**src/rtl/memory_arbiter.sv**
```systemverilog
// Two-requester RAM arbiter: data side has priority, and a starvation guard
// forces an instruction grant after STARVE_LIMIT back-to-back data grants.
module memory_arbiter #(
  parameter int WORD_W       = 32,
  parameter int STARVE_LIMIT = 4
) (
  input  logic              CLK,
  input  logic              RST,
  input  logic              iREN,
  input  logic [WORD_W-1:0] iaddr,
  output logic              iwait,
  output logic [WORD_W-1:0] iload,
  input  logic              dREN,
  input  logic              dWEN,
  input  logic [WORD_W-1:0] daddr,
  input  logic [WORD_W-1:0] dstore,
  output logic              dwait,
  output logic [WORD_W-1:0] dload,
  output logic              ramREN,
  output logic              ramWEN,
  output logic [WORD_W-1:0] ramaddr,
  output logic [WORD_W-1:0] ramstore,
  input  logic [WORD_W-1:0] ramload,
  input  logic [1:0]        ramstate,
  output logic              err
);

  localparam int CW = (STARVE_LIMIT < 1) ? 1 : $clog2(STARVE_LIMIT + 1);
  localparam logic [CW-1:0] LIMIT = CW'(STARVE_LIMIT);

  typedef enum logic [1:0] {RAM_FREE, RAM_BUSY, RAM_ACCESS, RAM_ERROR} ramstate_t;
  typedef enum logic [1:0] {IDLE, DSERV, ISERV} state_t;

  state_t        state, next_state;
  logic [CW-1:0] dstreak;
  logic          dpend;
  logic          dcomplete, icomplete;

  assign dpend = dREN | dWEN;

  always_ff @(posedge CLK) begin
    if (RST) begin
      state   <= IDLE;
      dstreak <= '0;
    end else begin
      state <= next_state;
      if (dcomplete) begin
        if (!iREN)
          dstreak <= '0;
        else if (dstreak != LIMIT)
          dstreak <= dstreak + 1'b1;
      end else if (icomplete) begin
        dstreak <= '0;
      end
    end
  end

  always_comb begin
    next_state = state;
    ramREN     = 1'b0;
    ramWEN     = 1'b0;
    ramaddr    = '0;
    ramstore   = '0;
    iload      = '0;
    dload      = '0;
    err        = 1'b0;
    iwait      = iREN;
    dwait      = dpend;
    dcomplete  = 1'b0;
    icomplete  = 1'b0;
    case (state)
      IDLE: begin
        if (dpend && iREN)
          next_state = (dstreak == LIMIT) ? ISERV : DSERV;
        else if (dpend)
          next_state = DSERV;
        else if (iREN)
          next_state = ISERV;
      end
      DSERV: begin
        next_state = IDLE;
        // A withdrawn request releases the grant with strobes low and no status.
        if (dpend) begin
          ramaddr  = daddr;
          ramstore = dstore;
          ramWEN   = dWEN;
          ramREN   = !dWEN;
          if (ramstate == RAM_ACCESS) begin
            dwait     = 1'b0;
            dload     = ramload;
            dcomplete = 1'b1;
          end else if (ramstate == RAM_ERROR) begin
            err = 1'b1;
          end else begin
            next_state = DSERV;
          end
        end
      end
      ISERV: begin
        next_state = IDLE;
        if (iREN) begin
          ramaddr = iaddr;
          ramREN  = 1'b1;
          if (ramstate == RAM_ACCESS) begin
            iwait     = 1'b0;
            iload     = ramload;
            icomplete = 1'b1;
          end else if (ramstate == RAM_ERROR) begin
            err = 1'b1;
          end else begin
            next_state = ISERV;
          end
        end
      end
      default: next_state = IDLE;
    endcase
  end

endmodule

```
**config.mk**
```make
export PLATFORM = sky130hd
export DESIGN_NAME = memory_arbiter
export DESIGN_NICKNAME = d
export VERILOG_FILES = /design/src/rtl/memory_arbiter.sv
export SDC_FILE = /design/constraint.sdc
export NUM_CORES = 1
export LEC_CHECK = 0
export ABC_AREA = 1
export CAP_MARGIN = 25
export CORE_AREA = 2 2 103 105
export DETAILED_ROUTE_END_ITERATION = 10
export DIE_AREA = 0 0 105 107
export GPL_TIMING_DRIVEN = 0
export PLACE_DENSITY_LB_ADDON = 0.25
export SYNTH_ARGS = -nofsm -noshare
export SYNTH_HDL_FRONTEND = slang
export SYNTH_SLANG_ARGS = --single-unit
```
**constraint.sdc**
```tcl
create_clock -name CLK -period 1.6 [get_ports CLK]
set_input_delay 0.32 -clock CLK [delete_from_list [all_inputs] [get_ports CLK]]
set_output_delay 0.32 -clock CLK [all_outputs]
set_load 0.02 [all_outputs]
```
Yosys cells after proc, flatten, opt, wreduce, memory -nomap -nowiden. Cells that the tools add are included.

Bits of input ports: 135. Memory bits (writable): 0. Flip-flop bits (word level): 5. Latch bits: 0. Memory bits (read-only): 0. Logic and storage cells: 62. Memories: 0.

Order comparisons: 0. Shift operators: 0. Muxes and demuxes: 45. Reduce and logical (&&, ||, !) cells: 5. Div/mod/pow operators: 0. Add/sub/neg operators: 1. Equal/unequal tests: 8. Multipliers: 0. Bitwise gates (word level): 1.

Operators with widths (count): $mux 32 (9); $pmux 32 s2 (1); $mux 1 (21); $mux 2 (7); $mux 3 (4); $eq 2x2->1 const B (3); $pmux 2 s3 (1); $ne 4x4->1 const B (1); $pmux 1 s2 (2); $add 3x1->3 const B (1); $eq 3x3->1 const B (1); $ne 3x2->1 const B (1); $ne 3x3->1 const B (1); $eq 2x1->1 const B (1); $logic_not 2->1 (1); $reduce_and 2->1 (1); $reduce_bool 2->1 (1); $logic_and 1x1->1 (1); $logic_not 1->1 (1); $or 1x1->1 (1).

Logic depth before layout (Yosys ltp).
Depth after elaboration: 6. Gate-level depth with buffers: 10. Mapped depth without buffers: 10.

Least setup slack after synthesis. Ideal clock, no wire load.

Path kind: register -> output. Start point: reg state[0]. End point: out err. Arrival time: 1517 ps. Stages on the path, launching flop included: 5. Setup slack: -237 ps. Cell sequence: dfxtp_1 inv_1 ha_1 clkinv_1 nor4_1.

Longest elaborated chain between the ends: 2. Elaborated cells on any way between the ends: 3. Those cells by class: 2 x eq/ne; 1 x mux.

Ends and longest elaborated chain: start, declared (line 34) `state_t state, next_state;`; start signal, assigned (line 46) `state <= next_state;`; $eq 2x2->1 / $eq 2x1->1 (equally long branches) (line 71) `case (state)`; $pmux 1 s2 (*) (line 71); end, declared (line 25) `output logic err`.

Every way passes the cells marked *; elsewhere a longest branch is shown, timed or not.

Worst setup path after layout.
Start point: reg state[1]. End point: out ramaddr[8].

Longest elaborated chain between the ends: 2. Elaborated cells on any way between the ends: 3. Those cells by class: 2 x eq/ne; 1 x mux.

Ends and longest elaborated chain: $eq 2x2->1 / $eq 2x1->1 (equally long branches) (line 71); $pmux 32 s2 (*) (line 71); end, declared (line 21) `output logic [WORD_W-1:0] ramaddr,`.

Marked as above.

==> impl_metrics.py <==
metrics = {
    "power_and_ir_drop": {
        "swShare": 0.434,
        "clkPwrFrac": 0.127,
        "pwr-share-seq": 0.077,
        "ir_worst_vdd_mv": 0.178,
        "intPower_mw": 1.06,
        "p_leak_nw": 2.43,
        "powerDensity_mw_per_mm2": 336,
        "p_sw_mw": 0.814,
        "share_comb_of_total_power": 0.797,
    },
    "logic_synthesis": {
        "netlist_area_mm2": 0.00161,
        "synth_fp_nets": 501,
        "synth.distinct_cells": 21,
        "synth-seq-cells": 5,
        "ys_warn_count": 0,
        "syn_inst": 360,
        "seq_area_frac_synth": 0.0624,
        "postSynthAreaPerCell_um2": 4.46,
    },
    "worst_setup_path": {
        "critical_path.slowest_cell": "dfxtp_4",
        "worstPathMaxFanout": 8,
        "crit_path_cell_trace": "inv_4, ha_4, inv_6, nor2_4, buf_12, buf_4, nand2_1, a21oi_4, buf_6",
        "arrival_ns": 1.60,
        "cpPeakStageDelay_ns": 0.35,
        "cp_num_buf_inv": 5,
        "cp_top_family": "buffers and inverters",
        "cp-start-kind": "flip-flop",
        "crit_required_ns": 1.28,
        "cp-end-kind": "output port",
        "critPathKind": "flip-flop to output port",
        "r2r_slack_ns": 0.07,
    },
    "cells_and_area": {
        "stdcell_count": 792,
        "layout-drive-gt1-share": 0.450,
        "diodes": 0,
        "nFillCells": 950,
        "syn_to_final_growth_pct": 248,
        "multi_input_area_mm2": 0.00191,
        "ff_latch_area_um2": 108,
        "final_common_cell": "clkdlybuf4s50_1",
        "mostFrequentLayoutCells": "clkdlybuf4s50_1, nand2_1, nor2_1",
        "final_nets": 798,
    },
    "floorplanning": {
        "core_area_mm2": 0.0101,
        "die_y_um": 107,
        "rows": 37,
        "dieArea_mm2": 0.0112,
        "start_util": 0.159,
        "die_w_um": 105,
        "io_pins": 268,
    },
    "worst_hold_path": {
        "hold_path_class": "primary input to flip-flop",
    },
    "global_routing": {
        "grt_pass1_vias": 3387,
        "grt.met2_usage": 0.348,
        "grt_first_pass_wirelength_um": 16600,
        "grt_overflow": 0,
        "grt_max_degree": 11,
        "grt_use_met3": 0.0334,
        "groute.layer.met1.usage": 0.196,
        "antenna_found_initial": 0,
        "gr-usage-all-layers": 0.178,
        "busiest_layer": "met2",
    },
    "sta": {
        "slew_viol_final": 0,
        "clock.fmax_ghz": 0.522,
        "holdWs_ns": 0.483,
        "fin_ws_ns": -0.316,
        "rsz0062_at_grt": "yes",
        "setup_viol": 129,
        "worst_pin_slew_ns": 0.358,
        "relSlewSlack": 0.760,
        "hold_viol_final": 0,
        "fin_skew_ns": 0.00103,
        "fin_crit_sh": 1.20,
        "period_minus_slack_ns": 1.92,
    },
    "placement": {
        "dp_hpwl_um": 8370,
        "finalWeightedCongestion": 0.779,
        "dp.cells": 762,
        "portBuffers": 266,
    },
    "route": {
        "drc": 0,
        "drtPass1Iterations": 4,
        "wirelength_um": 10800,
        "drtIter0Drc": 135,
        "via_per_inst": 4.22,
        "wl_per_cell_um": 13.7,
        "detail-route-antenna-nets": 0,
        "routed-via-count": 3339,
    },
    "clocking": {
        "clockBufferDepth": 2,
        "holdBufCountCts": 0,
        "cts.sinks": 5,
        "cts_tree": "yes",
        "cts_buffers": 3,
        "htreeDepth": 1,
        "cts_root_buffer": "clkbuf_8",
        "path_clk_slew_ns": 0.03,
        "clk_latency_ns": 0.23,
    },
    "outcome": {
        "violations": "setup timing",
        "status": "finished, violations left",
    },
    "run": {
        "maxCapViolCount": 0,
    },
}
-- layout make-up --
type	count	area share
timing repair buffer	290	0.504
inverter	51	0.0406
tap	136	0.0305
multi-input combinational	284	0.343
buffer	22	0.0545
clock buffer	4	0.00807
sequential	5	0.0193
-- metal layers --
metal / share of wire / vias up
met2: 0.54 / 150
li1: - / 1663
met3: 0.065 / 10
met1: 0.39 / 1516
met4: 0.012 / 0
met5: 0 / -
-- registers in the layout, summed over array words and instances (netlist names) --
register	cells
dstreak	3
state	2
-- metrics by stage --
step / utilization / setup TNS (ns) / cell area (µm²) / power, mW / worst slack [ns]
finish: 0.553 / -25.74 / 5580 / 1.88 / -0.316
global route: 0.553 / -34.45 / 5580 / 1.99 / -0.373
CTS: 0.543 / -28.45 / 5480 / 1.87 / -0.313
detailed placement: 0.480 / -118.34 / 4840 / 1.41 / -1.01
global placement: 0.480 / -116.48 / 4840 / 1.39 / -1.01
floorplan: - / -2.95 / 2010 / 0.767 / -0.0645
-- cells by family (layout without fill, tap and decap cells) --
logic type | Yosys count | count (layout) | share of synthesized area
simple gates | 238 | 240 | 0.583
buf+inv | 73 | 367 | 0.189
compound gates | 38 | 38 | 0.118
fa+ha+maj | 6 | 6 | 0.0468
flops | 5 | 5 | 0.0624
-- final timing paths --
kind | to | cells past startpoint | from
worst min register to register | dstreak[1]$_SDFFE_PP0P_ | 2 | dstreak[1]$_SDFFE_PP0P_
worst max-delay path | ramaddr[8] | 9 | state[1]$_SDFFE_PP0P_
worst max register to register | dstreak[0]$_SDFFE_PP0P_ | 10 | state[1]$_SDFFE_PP0P_
worst min-delay path | state[0]$_SDFFE_PP0P_ | 4 | iREN
-- power groups by stage --
stage / Clock [mW] / Sequential, mW / Combinational (mW)
after floorplan: 0 / 0.140 / 0.627
after global placement: 0 / 0.141 / 1.25
after detailed placement: 0 / 0.141 / 1.26
after CTS: 0.245 / 0.143 / 1.48
after global routing: 0.255 / 0.144 / 1.59
final: 0.238 / 0.144 / 1.50
-- cells in the mapped netlist, drive strengths merged --
master / instances / area share
nor4: 1 / 0.0039
clkbuf: 3 / 0.0070
ha: 6 / 0.047
o21ai: 2 / 0.0062
dfxtp: 5 / 0.062
nor2: 109 / 0.26
or2: 1 / 0.0039
nand2: 117 / 0.28
clkinv: 1 / 0.0023
inv: 50 / 0.12
nand3: 9 / 0.031
buf: 19 / 0.063
a21oi: 36 / 0.11
nor3: 1 / 0.0031
-- repair_timing --
action	4_1_cts	5_1_grt
setup buffers	15	2
endpoints found under the setup margin	133	134
cloned	9	0
resized for setup	793	38
hold endpoints to repair	0	0
pin swaps	5	4
-- worst reg2reg max path, delay by kind of cell, from the launching register on --
family,cells,cell delay (ns)
adder cells (fa/ha/maj),1,0.15
buffers and inverters,2,0.22
flip-flops,1,0.35
AND/OR/NAND/NOR,7,0.69
Note: power is estimated with default switching activity, not from simulation.
